File: config.mk
export PLATFORM = sky130hd
export DESIGN_NAME = frame_sink
export DESIGN_NICKNAME = d
export VERILOG_FILES = /design/src/rtl/frame_sink.sv
export SDC_FILE = /design/constraint.sdc
export NUM_CORES = 1
export LEC_CHECK = 0
export ABC_AREA = 1
export CAP_MARGIN = 15
export CORE_MARGIN = 3
export CORE_UTILIZATION = 45
export CTS_CLUSTER_DIAMETER = 50
export DETAILED_ROUTE_END_ITERATION = 16
export MAX_ROUTING_LAYER = met4
export PLACE_DENSITY = 0.7
export SLEW_MARGIN = 15
export SYNTH_ARGS = -nofsm -noshare
export SYNTH_HDL_FRONTEND = slang
export SYNTH_SLANG_ARGS = --single-unit
File: constraint.sdc
create_clock -name clock -period 4.2 [get_ports clock]
set_input_delay 0.84 -clock clock [delete_from_list [all_inputs] [get_ports clock]]
set_output_delay 0.84 -clock clock [all_outputs]
set_load 0.05 [all_outputs]
File: src/rtl/frame_sink.sv
// frame_sink: serial frame decoder for the backscatter tag data link.
// It samples the line once per bit, hunts for the preamble, collects the
// triplicated MAC payload, majority-votes it and reports the MAC word.
module frame_sink #(
    parameter int unsigned BIT_PERIOD    = 50,
    parameter int unsigned SAMPLE_POINT  = 25,
    parameter logic [7:0]  PREAMBLE_BYTE = 8'h92
) (
    input  logic        clock,
    input  logic        reset,
    input  logic        trigger,
    input  logic        rx_bit,
    output logic [15:0] mac_data,
    output logic        mac_valid,
    output logic        mac_error,
    output logic        corrected,
    output logic        in_frame
);

    localparam int unsigned CNT_W  = (BIT_PERIOD > 1) ? $clog2(BIT_PERIOD) : 1;
    localparam int unsigned PRE_W  = 48;
    localparam int unsigned PAY_W  = 96;
    localparam int unsigned FILL_W = 6;
    localparam int unsigned IDX_W  = 7;
    localparam logic [PRE_W-1:0] PREAMBLE = {6{PREAMBLE_BYTE}};

    typedef enum logic [1:0] {
        S_HUNT    = 2'd0,
        S_PAYLOAD = 2'd1,
        S_DECIDE  = 2'd2
    } state_t;

    state_t              r_state;
    logic [CNT_W-1:0]    r_cnt;
    logic [PRE_W-1:0]    r_shift;
    logic [FILL_W-1:0]   r_fill;
    logic [IDX_W-1:0]    r_idx;
    logic [PAY_W-1:0]    r_payload;

    logic                w_sample;
    logic [PRE_W-1:0]    w_shift_next;
    logic [FILL_W-1:0]   w_fill_next;
    logic                w_lock;
    logic [7:0]          w_hi_a;
    logic [7:0]          w_lo_a;
    logic [7:0]          w_hi_b;
    logic [7:0]          w_lo_b;
    logic                w_unanimous;

    // Bitwise two-of-three vote over one byte triple
    function automatic logic [7:0] maj8(input logic [7:0] a, input logic [7:0] b,
                                        input logic [7:0] c);
        return (a & b) | (a & c) | (b & c);
    endfunction

    // True when all three copies of a byte agree
    function automatic logic same3(input logic [7:0] a, input logic [7:0] b,
                                   input logic [7:0] c);
        return (a == b) && (b == c);
    endfunction

    // Bit-period counter: free-runs while enabled, parked at zero otherwise
    always_ff @(posedge clock) begin
        if (reset || !trigger) begin
            r_cnt <= '0;
        end else if (r_cnt == CNT_W'(BIT_PERIOD - 1)) begin
            r_cnt <= '0;
        end else begin
            r_cnt <= r_cnt + CNT_W'(1);
        end
    end

    assign w_sample     = trigger && (r_cnt == CNT_W'(SAMPLE_POINT));
    assign w_shift_next = {r_shift[PRE_W-2:0], rx_bit};
    assign w_fill_next  = (r_fill == FILL_W'(PRE_W)) ? r_fill : r_fill + FILL_W'(1);
    assign w_lock       = (w_fill_next == FILL_W'(PRE_W)) && (w_shift_next == PREAMBLE);

    // Payload bytes c0..c11 sit MSB-first, c0 in the top byte
    assign w_hi_a = maj8(r_payload[95:88], r_payload[87:80], r_payload[79:72]);
    assign w_lo_a = maj8(r_payload[71:64], r_payload[63:56], r_payload[55:48]);
    assign w_hi_b = maj8(r_payload[47:40], r_payload[39:32], r_payload[31:24]);
    assign w_lo_b = maj8(r_payload[23:16], r_payload[15:8],  r_payload[7:0]);
    assign w_unanimous = same3(r_payload[95:88], r_payload[87:80], r_payload[79:72])
                      && same3(r_payload[71:64], r_payload[63:56], r_payload[55:48])
                      && same3(r_payload[47:40], r_payload[39:32], r_payload[31:24])
                      && same3(r_payload[23:16], r_payload[15:8],  r_payload[7:0]);

    // Frame FSM: hunt for preamble, collect payload, vote and report
    always_ff @(posedge clock) begin
        if (reset) begin
            r_state   <= S_HUNT;
            r_shift   <= '0;
            r_fill    <= '0;
            r_idx     <= '0;
            r_payload <= '0;
            mac_data  <= '0;
            mac_valid <= 1'b0;
            mac_error <= 1'b0;
            corrected <= 1'b0;
            in_frame  <= 1'b0;
        end else begin
            mac_valid <= 1'b0;
            mac_error <= 1'b0;
            if (!trigger) begin
                r_state  <= S_HUNT;
                r_shift  <= '0;
                r_fill   <= '0;
                r_idx    <= '0;
                in_frame <= 1'b0;
            end else begin
                case (r_state)
                    S_HUNT: begin
                        if (w_sample) begin
                            r_shift <= w_shift_next;
                            r_fill  <= w_fill_next;
                            if (w_lock) begin
                                r_state  <= S_PAYLOAD;
                                r_idx    <= '0;
                                in_frame <= 1'b1;
                            end
                        end
                    end
                    S_PAYLOAD: begin
                        if (w_sample) begin
                            r_payload <= {r_payload[PAY_W-2:0], rx_bit};
                            r_idx     <= r_idx + IDX_W'(1);
                            if (r_idx == IDX_W'(PAY_W - 1)) begin
                                r_state <= S_DECIDE;
                            end
                        end
                    end
                    S_DECIDE: begin
                        if ({w_hi_a, w_lo_a} == {w_hi_b, w_lo_b}) begin
                            mac_data  <= {w_hi_a, w_lo_a};
                            mac_valid <= 1'b1;
                            corrected <= !w_unanimous;
                        end else begin
                            mac_error <= 1'b1;
                        end
                        r_state  <= S_HUNT;
                        r_shift  <= '0;
                        r_fill   <= '0;
                        in_frame <= 1'b0;
                    end
                    default: begin
                        r_state  <= S_HUNT;
                        in_frame <= 1'b0;
                    end
                endcase
            end
        end
    end

endmodule

Word-level counts from Yosys, hierarchy flattened
Cells that the tools add are included.
{"block": "classes", "n_bitwise": 23, "add_sub_neg": 3, "n_lt_le_gt_ge": 0, "eq_ne": 21, "mux": 19, "n_div": 0, "shifts": 0, "mul": 0, "reduce_logical": 24}
{"cell": "AND 8 bit", "count": 12}
{"cell": "case mux 47 bit (2 select lines)", "count": 1}
{"cell": "equality test 8 bit", "count": 8}
{"cell": "OR 8 bit", "count": 8}
{"cell": "equality test 48 bit (second input constant)", "count": 1}
{"cell": "two-way mux 47 bit", "count": 1}
{"cell": "two-way mux 7 bit", "count": 3}
{"cell": "equality test 6 bit (second input constant)", "count": 3}
{"cell": "equality test 16 bit", "count": 1}
{"cell": "case mux 7 bit (2 select lines)", "count": 1}
{"cell": "adder 6 x 1 -> 6 bit (second input constant)", "count": 2}
{"cell": "two-way mux 6 bit", "count": 2}
{"cell": "case mux 6 bit (2 select lines)", "count": 1}
{"cell": "logical AND 1 bit", "count": 9}
{"cell": "AND reduction 3 bit", "count": 3}
{"cell": "two-way mux 2 bit", "count": 4}
{"cell": "inequality test 2 bit (second input constant)", "count": 4}
{"cell": "AND reduction 4 bit", "count": 2}
{"cell": "adder 7 x 1 -> 7 bit (second input constant)", "count": 1}
{"cell": "equality test 7 bit (second input constant)", "count": 1}
{"cell": "equality test 6 x 5 -> 1 bit (second input constant)", "count": 1}
{"cell": "two-way mux 1 bit", "count": 4}
{"cell": "case mux 2 bit (2 select lines)", "count": 1}
{"cell": "nonzero test 2 bit", "count": 2}
{"cell": "other kinds (10)", "count": 14}
{"block": "word_totals", "ff_bits": 184, "out_inout_bits": 20, "ram_bits": 0, "latch_bits": 0, "romBits": 0, "wordCells": 101, "memories": 0}

Logic depth before layout (Yosys ltp)
Gate-level depths: netlist of the first run.
{"block": "depth", "depth_word": 7, "depth_mapped": 14}

Worst setup path after synthesis of the first run
No wires, ideal clock.
{"block": "synth_timing", "path_type": "input port to flip-flop", "from": "in trigger", "to": "reg r_payload[47]", "path_slack_ps": 2200, "path_stages": 9, "setup_time_ps": 116, "required_ps": 4084, "t_arrival_ps": 1884, "path_cell_list": "inv_1 nor3_2 nand2_1 nor2_4 inv_1 buf_2 clkbuf_1 nor2_1 nor2_1"}
{"block": "synth_between", "elab_chain_len": 2}
{"item": "start: declaration", "line": "11", "text": "input logic trigger,"}
{"item": "logical AND 1 bit", "line": "73", "text": "assign w_sample = trigger && (r_cnt == CNT_W'(SAMPLE_POINT));"}
{"item": "AND reduction 3 bit (no line) (*)"}
{"item": "end signal: assignment", "line": "125", "text": "r_payload <= {r_payload[PAY_W-2:0], rx_bit};"}
{"item": "end: declaration", "line": "38", "text": "logic [PAY_W-1:0] r_payload;"}
Mark *: on every way between the ends. The rest lies on a longest branch, timed or not.
A chain may end at the register's enable or synchronous reset.

Worst setup path after layout of the first run
{"block": "layout_timing", "from": "in trigger", "to": "reg r_shift[15]"}
{"block": "layout_between", "elab_chain_len": 3, "word_cells_on_any_way": 5, "cone_classes": "eq/ne (1); bitwise (1); reduce/logical (3)"}
{"item": "logical AND 1 bit", "line": "73"}
{"item": "inequality test 2 bit (no line)"}
{"item": "AND reduction 2 bit (no line)"}
{"item": "end signal: assignment", "line": "114", "text": "r_shift <= w_shift_next;"}
{"item": "end: declaration", "line": "35", "text": "logic [PRE_W-1:0] r_shift;"}
Several ways; a longest one is shown, not always the timed one.

==> flow_metrics.py, run 1 <==
metrics = {
    "cts": {
        "clk_latency_ps": 440,
        "clock_sinks": 184,
        "cts_buffers": 17,
        "clkTransAtPathRegs_ps": 80,
        "cts_tree": "done",
        "clk_path_buf_depth": 2,
        "post_cts_resized": 0,
        "postCtsHoldBufs": 0,
        "clockRootBuffer": "clkbuf_16",
        "htree_num_levels": 4,
        "post-cts-setup-buffers": 0,
    },
    "sta": {
        "worst_slack_ps": 1430,
        "period_share": 0.660,
        "whs_ps": 473,
        "hold_viol": 0,
        "slew_headroom": 0.309,
        "maxSlewViolCount": 0,
        "tightest_slew_ps": 1030,
        "fmax_ghz": 0.361,
        "rsz0062_at_grt": "no",
        "setup_tns_ps": 0,
        "skew_ps": 16.3,
        "fin_crit_ps": 2770,
        "setup_violations": 0,
    },
    "grt": {
        "antenna_found_initial": 0,
        "grt_max_degree": 88,
        "grt_pass1_vias": 6896,
        "gr-total-overflow": 0,
        "track_usage": 0.186,
        "grt_pass1_wl_microns": 32700,
    },
    "worst_setup_path": {
        "path_cells": "clkdlybuf4s50_1 -> inv_1 -> nor3_2 -> nand3_1 -> clkinv_1 -> buf_4 -> nand2_1 -> a21oi_1",
        "critPathLaunchType": "primary input",
        "cp-end-kind": "register",
        "worst_path_max_delay_cell": "clkinv_1",
        "critPathKind": "in -> reg",
        "crit_required_ps": 4480,
        "critPathArrivalTime_ps": 3060,
        "critPathMaxStageDelay_ps": 810,
        "path_max_fanout": 39,
    },
    "final_layout": {
        "seq_area_sq_mm": 0.00368,
        "diodes": 0,
        "area_growth_pct": 11.5,
        "final_cell_area_sq_mm": 0.00993,
        "drive_gt1_frac": 0.0416,
        "multi_input_area_sq_mm": 0.00446,
        "fin_nets": 1359,
        "fill_cells": 1806,
    },
    "die": {
        "die-area_sq_mm": 0.0215,
        "num_io_pins": 24,
        "row_count": 50,
        "start_util": 0.467,
        "die_w_microns": 147,
        "die_h_microns": 147,
        "core-area_sq_mm": 0.0191,
    },
    "job": {
        "cap_violations": 0,
    },
    "drt": {
        "dr_wl_met2_microns": 8540,
        "wl_met1_microns": 9890,
        "route.detailed.drc": 0,
        "met3WireLength_microns": 536,
        "dr.first_iter.drc_count": 582,
        "dr.pass1.iters": 4,
        "vias": 7570,
        "drtAntennaViolNets": 0,
        "top_layer": "met4",
        "avgRoutedWirePerCell_microns": 12.3,
        "viasPerCell": 4.86,
        "drt_wl_total_microns": 19200,
    },
    "power": {
        "finalPower_uw": 3440,
        "vdd_ir_drop_max_mv": 0.237,
        "power.density_mw_per_mm2": 346,
        "p_leak_uw": 0.00469,
    },
    "synthesis": {
        "ys_warn_count": 0,
        "ys_ff_latch": 184,
        "synth.avg_cell_area_sq_um": 6.90,
        "post_synth_num_cell_types": 29,
        "syn_nets": 1364,
        "syn_inst": 1291,
        "yosysSeqAreaShare": 0.414,
        "syn_area_sq_mm": 0.00890,
    },
    "place": {
        "port_buffers": 23,
        "dp_hpwl_microns": 12500,
        "gp_congestion": 0.819,
        "dp_slack_ps": 984,
        "placed_cell_area_sq_mm": 0.00931,
    },
    "outcome": {
        "status": "complete, no violations",
    },
    "worst_hold_path": {
        "hold_class": "reg -> reg",
    },
}
## cell usage after synthesis
| cell type | count | share of area |
|---|---|---|
| buf_2 | 9 | 0.0051 |
| clkbuf_1 | 42 | 0.018 |
| nor3_1 | 7 | 0.0039 |
| dfxtp_1 | 184 | 0.41 |
| a211oi_1 | 1 | 0.00084 |
| ha_1 | 69 | 0.097 |
| nor2_4 | 3 | 0.0038 |
| clkinv_1 | 1 | 0.00042 |
| nor3b_1 | 2 | 0.0017 |
| a21oi_1 | 56 | 0.031 |
| o31ai_1 | 1 | 0.00084 |
| xnor2_1 | 4 | 0.0039 |
| nor2_1 | 321 | 0.14 |
| or2_2 | 1 | 0.00070 |
| nand3_1 | 49 | 0.028 |
| inv_2 | 7 | 0.0030 |
| nor4_1 | 2 | 0.0014 |
| nand3_4 | 1 | 0.0020 |
| o21ai_1 | 4 | 0.0022 |
| xor2_1 | 1 | 0.00098 |
| buf_4 | 1 | 0.00084 |
| nor2_2 | 1 | 0.00070 |
| nor3_2 | 1 | 0.0011 |
| nand3b_1 | 3 | 0.0025 |
| buf_6 | 1 | 0.0013 |
| inv_1 | 135 | 0.057 |
| nand4_1 | 28 | 0.020 |
| nand2_1 | 260 | 0.11 |
| o21ai_0 | 96 | 0.054 |
## critical path, delay by kind of cell
family	cells	cell delay (ps)
AND/OR/NAND/NOR	3	280
buffers and inverters	4	1840
AO/OA/AOI/OAI	1	70
## cell usage in the layout (no fill, tap or decap), types with 2 or more instances in the layout
cell	count
a21oi_1	56
buf_12	2
buf_4	4
clkbuf_16	17
clkdlybuf4s50_1	23
clkinv_8	5
dfxtp_1	184
ha_1	69
inv_1	133
inv_12	2
inv_2	9
inv_6	2
inv_8	4
nand2_1	260
nand3_1	49
nand3b_1	3
nand4_1	28
nor2_1	321
nor2_4	3
nor3_1	7
nor3b_1	2
nor4_1	2
o21ai_0	96
o21ai_1	4
xnor2_1	4
## where the power goes
| group | switching [uW] | internal [uW] |
|---|---|---|
| clock network | 834 | 819 |
| logic | 31.0 | 10.4 |
| registers | 1.04 | 1740 |
## stage by stage
| step | cells | utilization |
|---|---|---|
| floorplan | 1291 | - |
| global placement | 1527 | 0.488 |
| detailed placement | 1527 | 0.488 |
| CTS | 1559 | 0.520 |
| global route | 1559 | 0.520 |
| finish | 1559 | 0.520 |
## kinds of logic (layout without fill, tap and decap cells)
group | count (synthesis) | after routing | synth area share
compound gates | 158 | 158 | 0.0894
simple gates | 679 | 679 | 0.310
buf+inv | 196 | 204 | 0.0851
fa+ha+maj | 69 | 69 | 0.0970
flops | 184 | 184 | 0.414
xor+xnor | 5 | 5 | 0.00492
## routing by layer
layer | vias up | GRT usage
li1 | 4060 | -
met2 | 75 | 0.282
met1 | 3412 | 0.253
met5 | - | -
met3 | 23 | 0.0397
met4 | 0 | 0.0513
## registers in the layout (all words and copies together) (netlist names)
signal and flops:
r_payload 96, r_shift 47, mac_data 16, r_idx 7, r_cnt 6, r_fill 6, r_state 2, corrected 1
in_frame 1, mac_error 1, mac_valid 1
## worst paths after layout
kind | from | end | slack [ps] | depth (start not counted)
max | trigger | r_shift[15] | 1430 | 8
min | r_shift[46] | r_shift[46] | 470 | 2
max reg2reg | r_cnt[1] | r_shift[15] | 1670 | 9
min reg2reg | r_shift[46] | r_shift[46] | 470 | 2
## area by class of cell
class	count	share of cell area
tap	260	0.0328
inverter	143	0.0541
multi-input combinational	911	0.450
sequential	184	0.371
clock buffer	17	0.0429
timing repair buffer	29	0.0302
clock inverter	15	0.0194
Note: power is estimated with default switching activity, not from simulation.
==> inputs of run 2 (changes only) <==
--- a/config.mk
+++ b/config.mk
@@ -12,7 +12,7 @@
 export CTS_CLUSTER_DIAMETER = 50
 export DETAILED_ROUTE_END_ITERATION = 16
 export MAX_ROUTING_LAYER = met4
-export PLACE_DENSITY = 0.7
+export PLACE_DENSITY = 0.73
 export SLEW_MARGIN = 15
 export SYNTH_ARGS = -nofsm -noshare
 export SYNTH_HDL_FRONTEND = slang
==> constraint.sdc (replaced) <==
create_clock -name clock -period 2.53 [get_ports clock]
set_input_delay 0.506 -clock clock [delete_from_list [all_inputs] [get_ports clock]]
set_output_delay 0.506 -clock clock [all_outputs]
set_load 0.05 [all_outputs]
==> run 2 against run 1 <==
Effect of this change:
- die area did not move
- utilization rose by 0.30 points
- sequential share of layout area fell by 0.21 points
- clock power rose by 65%
- cell count rose by 0.26%
- combinational power rose by 70%
- wire length fell by 1.1%
==> flow_metrics.py, run 2 (same netlist as run 1, synthesis figures left out) <==
metrics = {
    "sta": {
        "period_share": 0.846,
        "slew_headroom": 0.376,
        "tightest_slew_ps": 935,
        "fmax_ghz": 0.467,
        "skew_ps": 14.8,
        "fin_crit_ps": 2140,
        "rsz0062_at_grt": "no",
        "setup_tns_ps": 0,
        "maxSlewViolCount": 0,
        "setup_violations": 0,
        "hold_viol": 0,
    },
    "cts": {
        "clk_path_buf_depth": 2,
        "clkTransAtPathRegs_ps": 80,
        "post_cts_resized": 0,
        "cts_buffers": 17,
        "clk_latency_ps": 440,
        "post-cts-setup-buffers": 0,
        "cts_tree": "done",
        "clockRootBuffer": "clkbuf_16",
        "postCtsHoldBufs": 0,
        "htree_num_levels": 4,
        "clock_sinks": 184,
    },
    "drt": {
        "route.detailed.drc": 0,
        "vias": 7714,
        "dr.pass1.iters": 7,
        "viasPerCell": 4.94,
        "drtAntennaViolNets": 0,
        "drt_wl_total_microns": 19000,
        "dr.first_iter.drc_count": 599,
        "avgRoutedWirePerCell_microns": 12.2,
    },
    "grt": {
        "grt_max_degree": 114,
        "grt.busiest_layer": "met2",
        "gr-usage-met3": 0.0357,
        "met2_usage": 0.283,
        "antenna_found_initial": 0,
        "gr-total-overflow": 0,
        "use_met1": 0.252,
        "grt_pass1_wl_microns": 32400,
        "grt_pass1_vias": 6916,
        "track_usage": 0.185,
    },
    "worst_hold_path": {
        "hold_class": "reg -> reg",
        "hold_depth": 2,
        "min_from": "in_frame",
        "hold_path_end": "in_frame",
    },
    "job": {
        "cap_violations": 0,
    },
    "place": {
        "port_buffers": 23,
        "placed_cell_area_sq_mm": 0.00936,
        "dp_hpwl_microns": 12300,
        "gp_congestion": 0.828,
    },
    "worst_setup_path": {
        "regToRegStartpoint": "r_payload[69]",
        "critPathKind": "reg -> reg",
        "ff2ff_setup_slack_ps": 390,
        "worst_path_max_delay_cell": "dfxtp_1",
        "path_cells": "ha_1 -> inv_1 -> nand3_1 -> inv_2 -> nand2_1 -> nand2_1 -> nor2_1 -> nand2_1 -> nor2_4 -> nand3_4 -> nand2_1 -> inv_1 -> nor2_1",
        "critPathMostFrequentCell": "nand2_1",
        "crit_required_ps": 2910,
        "critPathArrivalTime_ps": 2520,
        "r2r-end": "mac_data[8]",
        "critPathMaxStageDelay_ps": 410,
        "critPathLaunchType": "register",
        "reg2reg_depth": 13,
        "cp-end-kind": "register",
        "path_max_fanout": 18,
    },
    "die": {
        "core-area_sq_mm": 0.0191,
        "die_w_microns": 147,
        "start_util": 0.467,
        "die-area_sq_mm": 0.0215,
        "die_h_microns": 147,
        "num_io_pins": 24,
        "row_count": 50,
    },
    "power": {
        "clkPwrFrac": 0.479,
        "power_frac_seq": 0.509,
        "power.density_mw_per_mm2": 570,
        "comb_power_share": 0.012,
        "switching_share": 0.250,
        "vdd_ir_drop_max_mv": 0.404,
        "p_int_uw": 4270,
        "p_leak_uw": 0.00471,
        "p_sw_uw": 1420,
    },
    "final_layout": {
        "area_growth_pct": 12.1,
        "diodes": 0,
        "largest_reg_flops": 96,
        "fin_util": 0.523,
        "final_cell_area_sq_mm": 0.00998,
        "layout_common_cells": "nor2_1, nand2_1, dfxtp_1, inv_1, o21ai_0",
        "fin_nets": 1363,
        "largest_register": "r_payload",
        "final_common_cell": "nor2_1",
        "largestRegisters": "r_payload: 96 flops, r_shift: 47 flops, mac_data: 16 flops",
        "drive_gt1_frac": 0.0445,
    },
    "outcome": {
        "status": "complete, no violations",
    },
}
==> run 2: layer usage <==
metal / up-vias / share of wire
met1: 3494 / 0.48
met5: - / 0
met2: 139 / 0.45
met3: 21 / 0.051
li1: 4060 / -
met4: 0 / 0.013
==> run 2: area by class of cell <==
cell class / count / area, sq um
Clock buffer: 17 / 425
Clock inverter: 15 / 194
Fill cell: 1817 / 9100
Inverter: 143 / 537
Multi-Input combinational cell: 911 / 4460
Sequential cell: 184 / 3680
Tap cell: 260 / 325
Timing Repair Buffer: 33 / 355
==> run 2: power groups by stage <==
| stage | Combinational, uW | Sequential (uW) | Clock, uW |
|---|---|---|---|
| 2_1_floorplan | 46.9 | 2960 | 0 |
| 3_3_place_gp | 70.4 | 2960 | 0 |
| 3_5_place_dp | 70.3 | 2960 | 0 |
| 4_1_cts | 70.9 | 2900 | 2760 |
| 5_1_grt | 77.5 | 2900 | 2890 |
| 6_report | 70.3 | 2900 | 2720 |
==> run 2: worst max-delay path by stage <==
stage / from / endpoint
finish: r_payload[69] / mac_data[8]
detailed placement: trigger / r_shift[18]
CTS: r_payload[50] / mac_data[8]
global route: r_payload[49] / mac_data[14]
global placement: trigger / r_fill[5]
floorplan: r_payload[6] / mac_data[0]
==> run 2: worst max-delay path: cells and delay by family, from the launching register on <==
family                   cells  cell delay [ps]
flip-flops                   1              410
AND/OR/NAND/NOR              9             1350
buffers and inverters        3              120
adder cells (fa/ha/maj)      1              170
==> run 2: stage by stage <==
stage               hold WS, ps  instances  setup slack, ps  total power (uW)
finish                      470       1563              390              5690
floorplan                   441       1291              857              3010
CTS                         471       1563              371              5730
global route                502       1563              175              5860
detailed placement          457       1531              232              3030
global placement            460       1531              259              3030
==> inputs of run 3 (changes only) <==
==> constraint.sdc (replaced) <==
create_clock -name clock -period 1.9 [get_ports clock]
set_input_delay 0.38 -clock clock [delete_from_list [all_inputs] [get_ports clock]]
set_output_delay 0.38 -clock clock [all_outputs]
set_load 0.05 [all_outputs]
==> run 3 against run 2 <==
Effect of this change:
- global-route usage rose by 0.44 points
- utilization rose by 5.2 points
- clock power rose by 25%
- die area did not move
- wire length rose by 9.9%
- critical path type unchanged
- largest cell class unchanged
- register-to-register slack got worse by 340 ps
- combinational power rose by 56%
- non-clock buffer count rose by 44
- cell count rose by 2.8%
- critical path depth did not move
==> flow_metrics.py, run 3 (same netlist as run 1, synthesis figures left out) <==
metrics = {
    "place": {
        "dp_hpwl_microns": 13100,
        "port_buffers": 23,
        "gp_congestion": 0.833,
        "placed_cell_area_sq_mm": 0.00974,
    },
    "power": {
        "vdd_ir_drop_max_mv": 0.580,
        "power.density_mw_per_mm2": 670,
        "finalPower_uw": 7350,
        "p_leak_uw": 0.00519,
    },
    "final_layout": {
        "area_growth_pct": 23.2,
        "layout_common_cells": "nor2_1, nand2_1, inv_1, dfxtp_1, o21ai_0",
        "final_cell_area_sq_mm": 0.0110,
        "fin_nets": 1407,
        "multi_input_area_sq_mm": 0.00486,
        "fin_util": 0.575,
        "seq_area_sq_mm": 0.00382,
        "diodes": 0,
        "final_common_cell": "nor2_1",
        "largestRegisters": "r_payload: 96 flops, r_shift: 47 flops, mac_data: 16 flops",
        "largest_reg_flops": 96,
        "largest_register": "r_payload",
        "drive_gt1_frac": 0.205,
        "fill_cells": 1688,
    },
    "drt": {
        "vias": 8040,
        "drt_wl_total_microns": 20900,
        "drtAntennaViolNets": 0,
        "dr.pass1.iters": 5,
        "route.detailed.drc": 0,
        "dr.first_iter.drc_count": 693,
        "avgRoutedWirePerCell_microns": 13.0,
        "viasPerCell": 5.00,
    },
    "die": {
        "row_count": 50,
        "num_io_pins": 24,
        "start_util": 0.467,
        "core-area_sq_mm": 0.0191,
        "die-area_sq_mm": 0.0215,
        "die_h_microns": 147,
        "die_w_microns": 147,
    },
    "cts": {
        "htree_num_levels": 4,
        "cts_buffers": 17,
        "clk_latency_ps": 440,
        "clock_sinks": 184,
        "clockRootBuffer": "clkbuf_16",
        "cts_tree": "done",
        "clk_path_buf_depth": 2,
        "clkTransAtPathRegs_ps": 70,
        "postCtsHoldBufs": 0,
    },
    "sta": {
        "fin_crit_ps": 1850,
        "tightest_slew_ps": 596,
        "hold_viol": 0,
        "slew_headroom": 0.598,
        "fmax_ghz": 0.541,
        "setup_tns_ps": 0,
        "period_share": 0.973,
        "rsz0062_at_grt": "yes",
        "maxSlewViolCount": 0,
        "setup_violations": 0,
        "skew_ps": 13.2,
    },
    "grt": {
        "grt_max_degree": 59,
        "gr-total-overflow": 0,
        "track_usage": 0.189,
        "grt_pass1_wl_microns": 33400,
        "antenna_found_initial": 0,
        "grt_pass1_vias": 7078,
    },
    "worst_hold_path": {
        "hold_class": "reg -> reg",
    },
    "job": {
        "cap_violations": 0,
    },
    "worst_setup_path": {
        "critPathMaxStageDelay_ps": 360,
        "path_max_fanout": 5,
        "path_cells": "ha_1 -> inv_2 -> nand3_2 -> nand2_1 -> nand2_1 -> nor2_1 -> nand2_2 -> nor2_4 -> nand3_4 -> clkbuf_16 -> nand2_1 -> inv_1 -> nor2_1",
        "critPathMostFrequentCell": "nand2_1",
        "crit_required_ps": 2280,
        "cpLargestDelayFamily": "simple AND/OR/NAND/NOR gates",
        "cp.buffers_inverters": 3,
        "worst_path_max_delay_cell": "dfxtp_4",
        "critPathKind": "reg -> reg",
        "critPathArrivalTime_ps": 2220,
        "cp-end-kind": "register",
        "critPathLaunchType": "register",
    },
    "outcome": {
        "status": "complete, no violations",
    },
}
[run 3: cell types whose count changed in the layout (fill, tap and decap cells not counted), sizes merged]
cell / before / now
buf: 10 / 60
clkinvlp: 0 / 2
clkbuf: 17 / 19
clkdlybuf4s50: 23 / 3
clkinv: 8 / 5
dlygate4sd2: 0 / 13
[run 3: final cells by class]
cell class / count / share of cell area
multi-input cells: 911 / 0.443
flip-flops and latches: 184 / 0.349
repair buffers: 77 / 0.0785
inverters: 143 / 0.0489
clock buffers: 18 / 0.0391
well taps: 260 / 0.0297
clock inverters: 14 / 0.0119
[run 3: where the power goes]
| group | internal, uW | switching (uW) |
|---|---|---|
| Sequential | 3830 | 1.41 |
| Clock | 1730 | 1680 |
| Combinational | 35.6 | 74.8 |
[run 3: repair_timing]
action / CTS / global route
pin swaps: 2 / 64
resized for setup: 20 / 197
setup endpoints to repair: 37 / 28
setup buffers: 3 / 9
cloned: 0 / 1
[run 3: path summary, 6_finish.rpt]
path / slack (ps) / cells after the start / to / startpoint
max: 50 / 13 / mac_data[1] / r_payload[38]
min: 480 / 2 / r_shift[40] / r_shift[40]
max reg2reg: 50 / 13 / mac_data[1] / r_payload[38]
min reg2reg: 480 / 2 / r_shift[40] / r_shift[40]
[run 3: per-stage QoR]
step / hold WS (ps) / instances / setup slack (ps)
after detailed placement: 465 / 1562 / -121
after CTS: 476 / 1597 / 1.00
after global placement: 459 / 1562 / -91.7
after floorplan: 441 / 1291 / 227
final: 476 / 1607 / 52.1
after global routing: 488 / 1607 / -55.9
[run 3: metal layers]
metal,up-vias,GRT usage,wire length (microns)
met4,0,0.0550,381
met3,33,0.0341,848
met1,3709,0.257,9930
met5,-,-,0
li1,4149,-,-
met2,149,0.289,9750
[run 3: worst min-delay path: stages (launching register included)]
cell and delay [ps]:
dfxtp_1 320, nand2_1 60, a21oi_1 50
==> RTL change 1, RTL diff (config.mk and constraints of run 1) <==
Add an input register stage for `trigger` and `rx_bit`; this delays them by one clock.
--- a/src/rtl/frame_sink.sv
+++ b/src/rtl/frame_sink.sv
@@ -31,4 +31,12 @@
     } state_t;
 
+    logic trigger_q;
+    logic rx_bit_q;
+
+    always_ff @(posedge clock) begin
+        trigger_q <= trigger;
+        rx_bit_q  <= rx_bit;
+    end
+
     state_t              r_state;
     logic [CNT_W-1:0]    r_cnt;
@@ -62,5 +70,5 @@
     // Bit-period counter: free-runs while enabled, parked at zero otherwise
     always_ff @(posedge clock) begin
-        if (reset || !trigger) begin
+        if (reset || !trigger_q) begin
             r_cnt <= '0;
         end else if (r_cnt == CNT_W'(BIT_PERIOD - 1)) begin
@@ -71,6 +79,6 @@
     end
 
-    assign w_sample     = trigger && (r_cnt == CNT_W'(SAMPLE_POINT));
-    assign w_shift_next = {r_shift[PRE_W-2:0], rx_bit};
+    assign w_sample     = trigger_q && (r_cnt == CNT_W'(SAMPLE_POINT));
+    assign w_shift_next = {r_shift[PRE_W-2:0], rx_bit_q};
     assign w_fill_next  = (r_fill == FILL_W'(PRE_W)) ? r_fill : r_fill + FILL_W'(1);
     assign w_lock       = (w_fill_next == FILL_W'(PRE_W)) && (w_shift_next == PREAMBLE);
@@ -102,5 +110,5 @@
             mac_valid <= 1'b0;
             mac_error <= 1'b0;
-            if (!trigger) begin
+            if (!trigger_q) begin
                 r_state  <= S_HUNT;
                 r_shift  <= '0;
@@ -123,5 +131,5 @@
                     S_PAYLOAD: begin
                         if (w_sample) begin
-                            r_payload <= {r_payload[PAY_W-2:0], rx_bit};
+                            r_payload <= {r_payload[PAY_W-2:0], rx_bit_q};
                             r_idx     <= r_idx + IDX_W'(1);
                             if (r_idx == IDX_W'(PAY_W - 1)) begin
Check against the original RTL: no difference found for any inputs over 10 cycles, from zero or initial values and one cycle with reset high; that may be too few to reach the edited logic, so the function may still have changed.
==> RTL change 1 against run 1 <==
  * Setup slack better by 0.31 ns
  * Total power is 1.1% lower
  * Synthesized cell count is 0.46% higher
  * Area after synthesis is 1.9% higher
  * First-iteration DRC count is 15% lower
  * Final area is 0.76% higher
  * Routed wire length is 0.41% lower
  * Sequential cell count is 2 higher
  * Largest cell class unchanged
==> RTL change 1: results (changes against run 1) <==
Run status
  • Status: complete, no violations (unchanged)

Logic synthesis
  • Register area share after synthesis: 41.0% (was 41.4%)
  • Synth cell count leaders: nand2_1, dfxtp_1, a21oi_1, nor2_1, nand3_1 (was nor2_1, nand2_1, dfxtp_1, inv_1, o21ai_0)
  • Netlist cell types: 32 (was 29)

Global routing
  • GR Util met1: 24.9% (was 25.3%)
  • Gr usage total: 18.5% (was 18.6%)
  • M2 GR Usage: 28.4% (was 28.2%)
  • Number of global-route vias before repair: 7100 (was 6896)
  • Pin count of the biggest net entering global routing: 104 (was 88)

Placement
  • HPWL after DPL: 12.0 mm (was 12.5 mm)
  • GP Congestion: 0.798 (was 0.819)

Drt
  • Top routing layer in use: met4 (unchanged)
  • Wire per inst: 12.3 um (about the same)
  • Met3 routed WL: 603 um (was 536 um)
  • DR WL met2: 8.73 mm (was 8.54 mm)
  • Via-to-Cell Ratio: 5.00 (was 4.86)
  • DR iter-0 viols: 493 (was 582)
  • Met1 WL: 9.58 mm (was 9.89 mm)

Power and ir drop
  • Leakage: 4.14 nW (was 4.69 nW)
  • Peak VDD IR: 0.000239 V (was 0.000237 V)

Layout
  • Nets@finish: 1355 (was 1359)
  • Share of layout cells above drive strength 1: 4.79% (was 4.16%)
  • ANT cells: 0 (unchanged)
  • Filler cell count: 1946 (was 1806)

Timing
  • Slew @ Worst Pin: 1.12 ns (was 1.03 ns)
  • Final Skew: 0.0126 ns (was 0.0163 ns)

Worst setup path
  • Critical path fanouts, max: 1 (was 39)
  • Crit path max-delay cell type: clkdlybuf4s50_1 (was clkinv_1)
  • Crit path DAT: 1.63 ns (was 3.06 ns)
[RTL change 1: cell families after synthesis]
family | count (synthesis) | synth area share (%)
DFF | 186 | 41.0
buffers and inverters | 196 | 8.60
and+or+nand+nor | 680 | 31.4
xor gates and xnor gates | 6 | 0.579
adders and majority gates | 69 | 9.51
AOI/OAI and AO/OA | 160 | 8.92
[RTL change 1: layout make-up]
type / instances / share of cell area, %
clock buffer: 18 / 4.39
clock inverter: 14 / 1.48
inverter: 133 / 4.99
multi-input combinational: 915 / 45.9
sequential: 186 / 37.2
tap: 265 / 3.31
timing repair buffer: 29 / 2.73
[RTL change 1: power by group]
part	switching, mW	leakage (nW)	total (mW)	internal, mW
clock network	0.784	0.285	1.60	0.813
logic	0.0327	2.35	0.0388	0.00605
registers	0.00214	1.50	1.77	1.76
[RTL change 1: worst paths after layout]
| kind | slack (ns) | end | from |
|---|---|---|---|
| worst max-delay path | 1.73 | mac_error | mac_error$_SDFF_PP0_ |
| worst min-delay path | 0.46 | r_shift[46]$_SDFFE_PP0P_ | r_shift[46]$_SDFFE_PP0P_ |
| worst max register to register | 1.95 | r_state[0]$_SDFFE_PP0P_ | r_cnt[0]$_SDFF_PP0_ |
| worst min register to register | 0.46 | r_shift[46]$_SDFFE_PP0P_ | r_shift[46]$_SDFFE_PP0P_ |
[RTL change 1: metrics by stage]
stage | instance area [sq um] | setup slack [ns] | std cells
2_1_floorplan | 9080 | 2.25 | 1297
6_report | 10000 | 1.73 | 1560
4_1_cts | 10000 | 1.71 | 1560
5_1_grt | 10000 | 1.69 | 1560
3_5_place_dp | 9420 | 1.98 | 1528
3_3_place_gp | 9420 | 2.00 | 1528
==> RTL change 2, RTL diff (flow settings as in run 1) <==
Without the edit above. Set the localparam `FILL_W` to 3 (it was 6).
--- a/src/rtl/frame_sink.sv
+++ b/src/rtl/frame_sink.sv
@@ -21,5 +21,5 @@
     localparam int unsigned PRE_W  = 48;
     localparam int unsigned PAY_W  = 96;
-    localparam int unsigned FILL_W = 6;
+    localparam int unsigned FILL_W = 3;
     localparam int unsigned IDX_W  = 7;
     localparam logic [PRE_W-1:0] PREAMBLE = {6{PREAMBLE_BYTE}};
Formal check against the unedited RTL: no difference found for any inputs over 10 cycles, from zero or initial values and one cycle with reset high; that may be too few to reach the edited logic, so the function may still have changed.
==> RTL change 2 against run 1 <==
  * Setup slack gained 0.099 ns
  * Non-clock buffer count is the same
  * Sequential cell count shrank 3
  * Total power shrank 4.2%
  * Area after synthesis grew 1.4%
  * Synthesized cell count shrank 0.85%
  * Final area shrank 0.20%
  * Routed wire length is essentially flat
==> RTL change 2: results (changes against run 1) <==
Global routing
  • Gr usage total: 18.5% (was 18.6%)
  • Number of global-route vias before repair: 7143 (was 6896)
  • Pin count of the biggest net entering global routing: 101 (was 88)
  • M2 GR Usage: 29.8% (was 28.2%)
  • Global-route wire length before repair: 33.0 mm (was 32.7 mm)

Logic synthesis
  • Netlist cell types: 32 (was 29)
  • Syn Area/Cell: 7.05 sq um (was 6.90 sq um)
  • Syn nets: 1353 (was 1364)
  • Synth cell count leaders: nand2_1, dfxtp_1, nand3_1, a21oi_1, nor2_1 (was nor2_1, nand2_1, dfxtp_1, inv_1, o21ai_0)
  • Register area share after synthesis: 40.1% (was 41.4%)

Power and ir drop
  • Leakage: 4.02 nW (was 4.69 nW)
  • Peak VDD IR: 0.000260 V (was 0.000237 V)
  • Net Sw Frac: 23.8% (was 25.2%)

Worst setup path
  • Crit path max-delay cell type: buf_4 (was clkinv_1)
  • CP peak stage delay: 0.77 ns (was 0.81 ns)
  • R2R Path End: r_idx[5]$_SDFFE_PP0P_ (was r_shift[15]$_SDFFE_PP0P_)
  • R2R Path Start: r_state[0]$_SDFFE_PP0P_ (was r_cnt[1]$_SDFF_PP0_)
  • Crit path DAT: 3.00 ns (was 3.06 ns)
  • Critical Path End: r_state[0]$_SDFFE_PP0P_ (was r_shift[15]$_SDFFE_PP0P_)

Layout
  • Multi-input combinational area share: 46.9% (was 45.0%)
  • Storage cell area: 3620 sq um (was 3680 sq um)
  • Non-clock inverters: 125 (was 143)
  • Area delta synth->final: 9.71% (was 11.5%)
  • #MultiIn Comb: 913 (was 911)
  • Final non-clock buffer share: 2.75% (was 3.02%)
  • Filler cell count: 1970 (was 1806)

Worst hold path
  • Hold path endpoint: r_shift[41]$_SDFFE_PP0P_ (was r_shift[46]$_SDFFE_PP0P_)
  • Startpoint of the worst hold path: r_shift[40]$_SDFFE_PP0P_ (was r_shift[46]$_SDFFE_PP0P_)

Drt
  • Met3 routed WL: 785 um (was 536 um)
  • Routed vias: 7812 (was 7570)
  • DR iter-0 viols: 557 (was 582)

Placement
  • GP Congestion: 0.802 (was 0.819)

Run status
  • Status: complete, no violations (unchanged)
## RTL change 2: power by group through the flow
stage	clock network, mW	logic, mW	registers [mW]
2_1_floorplan	0	0.0303	1.76
3_3_place_gp	0	0.0425	1.76
3_5_place_dp	0	0.0422	1.76
4_1_cts	1.56	0.0423	1.72
5_1_grt	1.64	0.0476	1.72
6_report	1.53	0.0421	1.72
## RTL change 2: cells by family after synthesis
family | share of synthesized area (%)
compound gates | 8.41
xor+xnor | 0.776
fa+ha+maj | 9.56
buf+inv | 8.58
flops | 40.1
simple gates | 32.5
## RTL change 2: stage by stage
stage	util, %	hold WS [ns]	total power, mW	instances	worst slack [ns]
6_report	50.6	0.478	3.29	1545	1.53
5_1_grt	50.6	0.495	3.40	1545	1.31
4_1_cts	50.6	0.479	3.32	1545	1.54
3_5_place_dp	47.7	0.469	1.80	1513	1.10
3_3_place_gp	47.7	0.453	1.80	1513	1.13
2_1_floorplan	-	0.440	1.79	1280	2.23
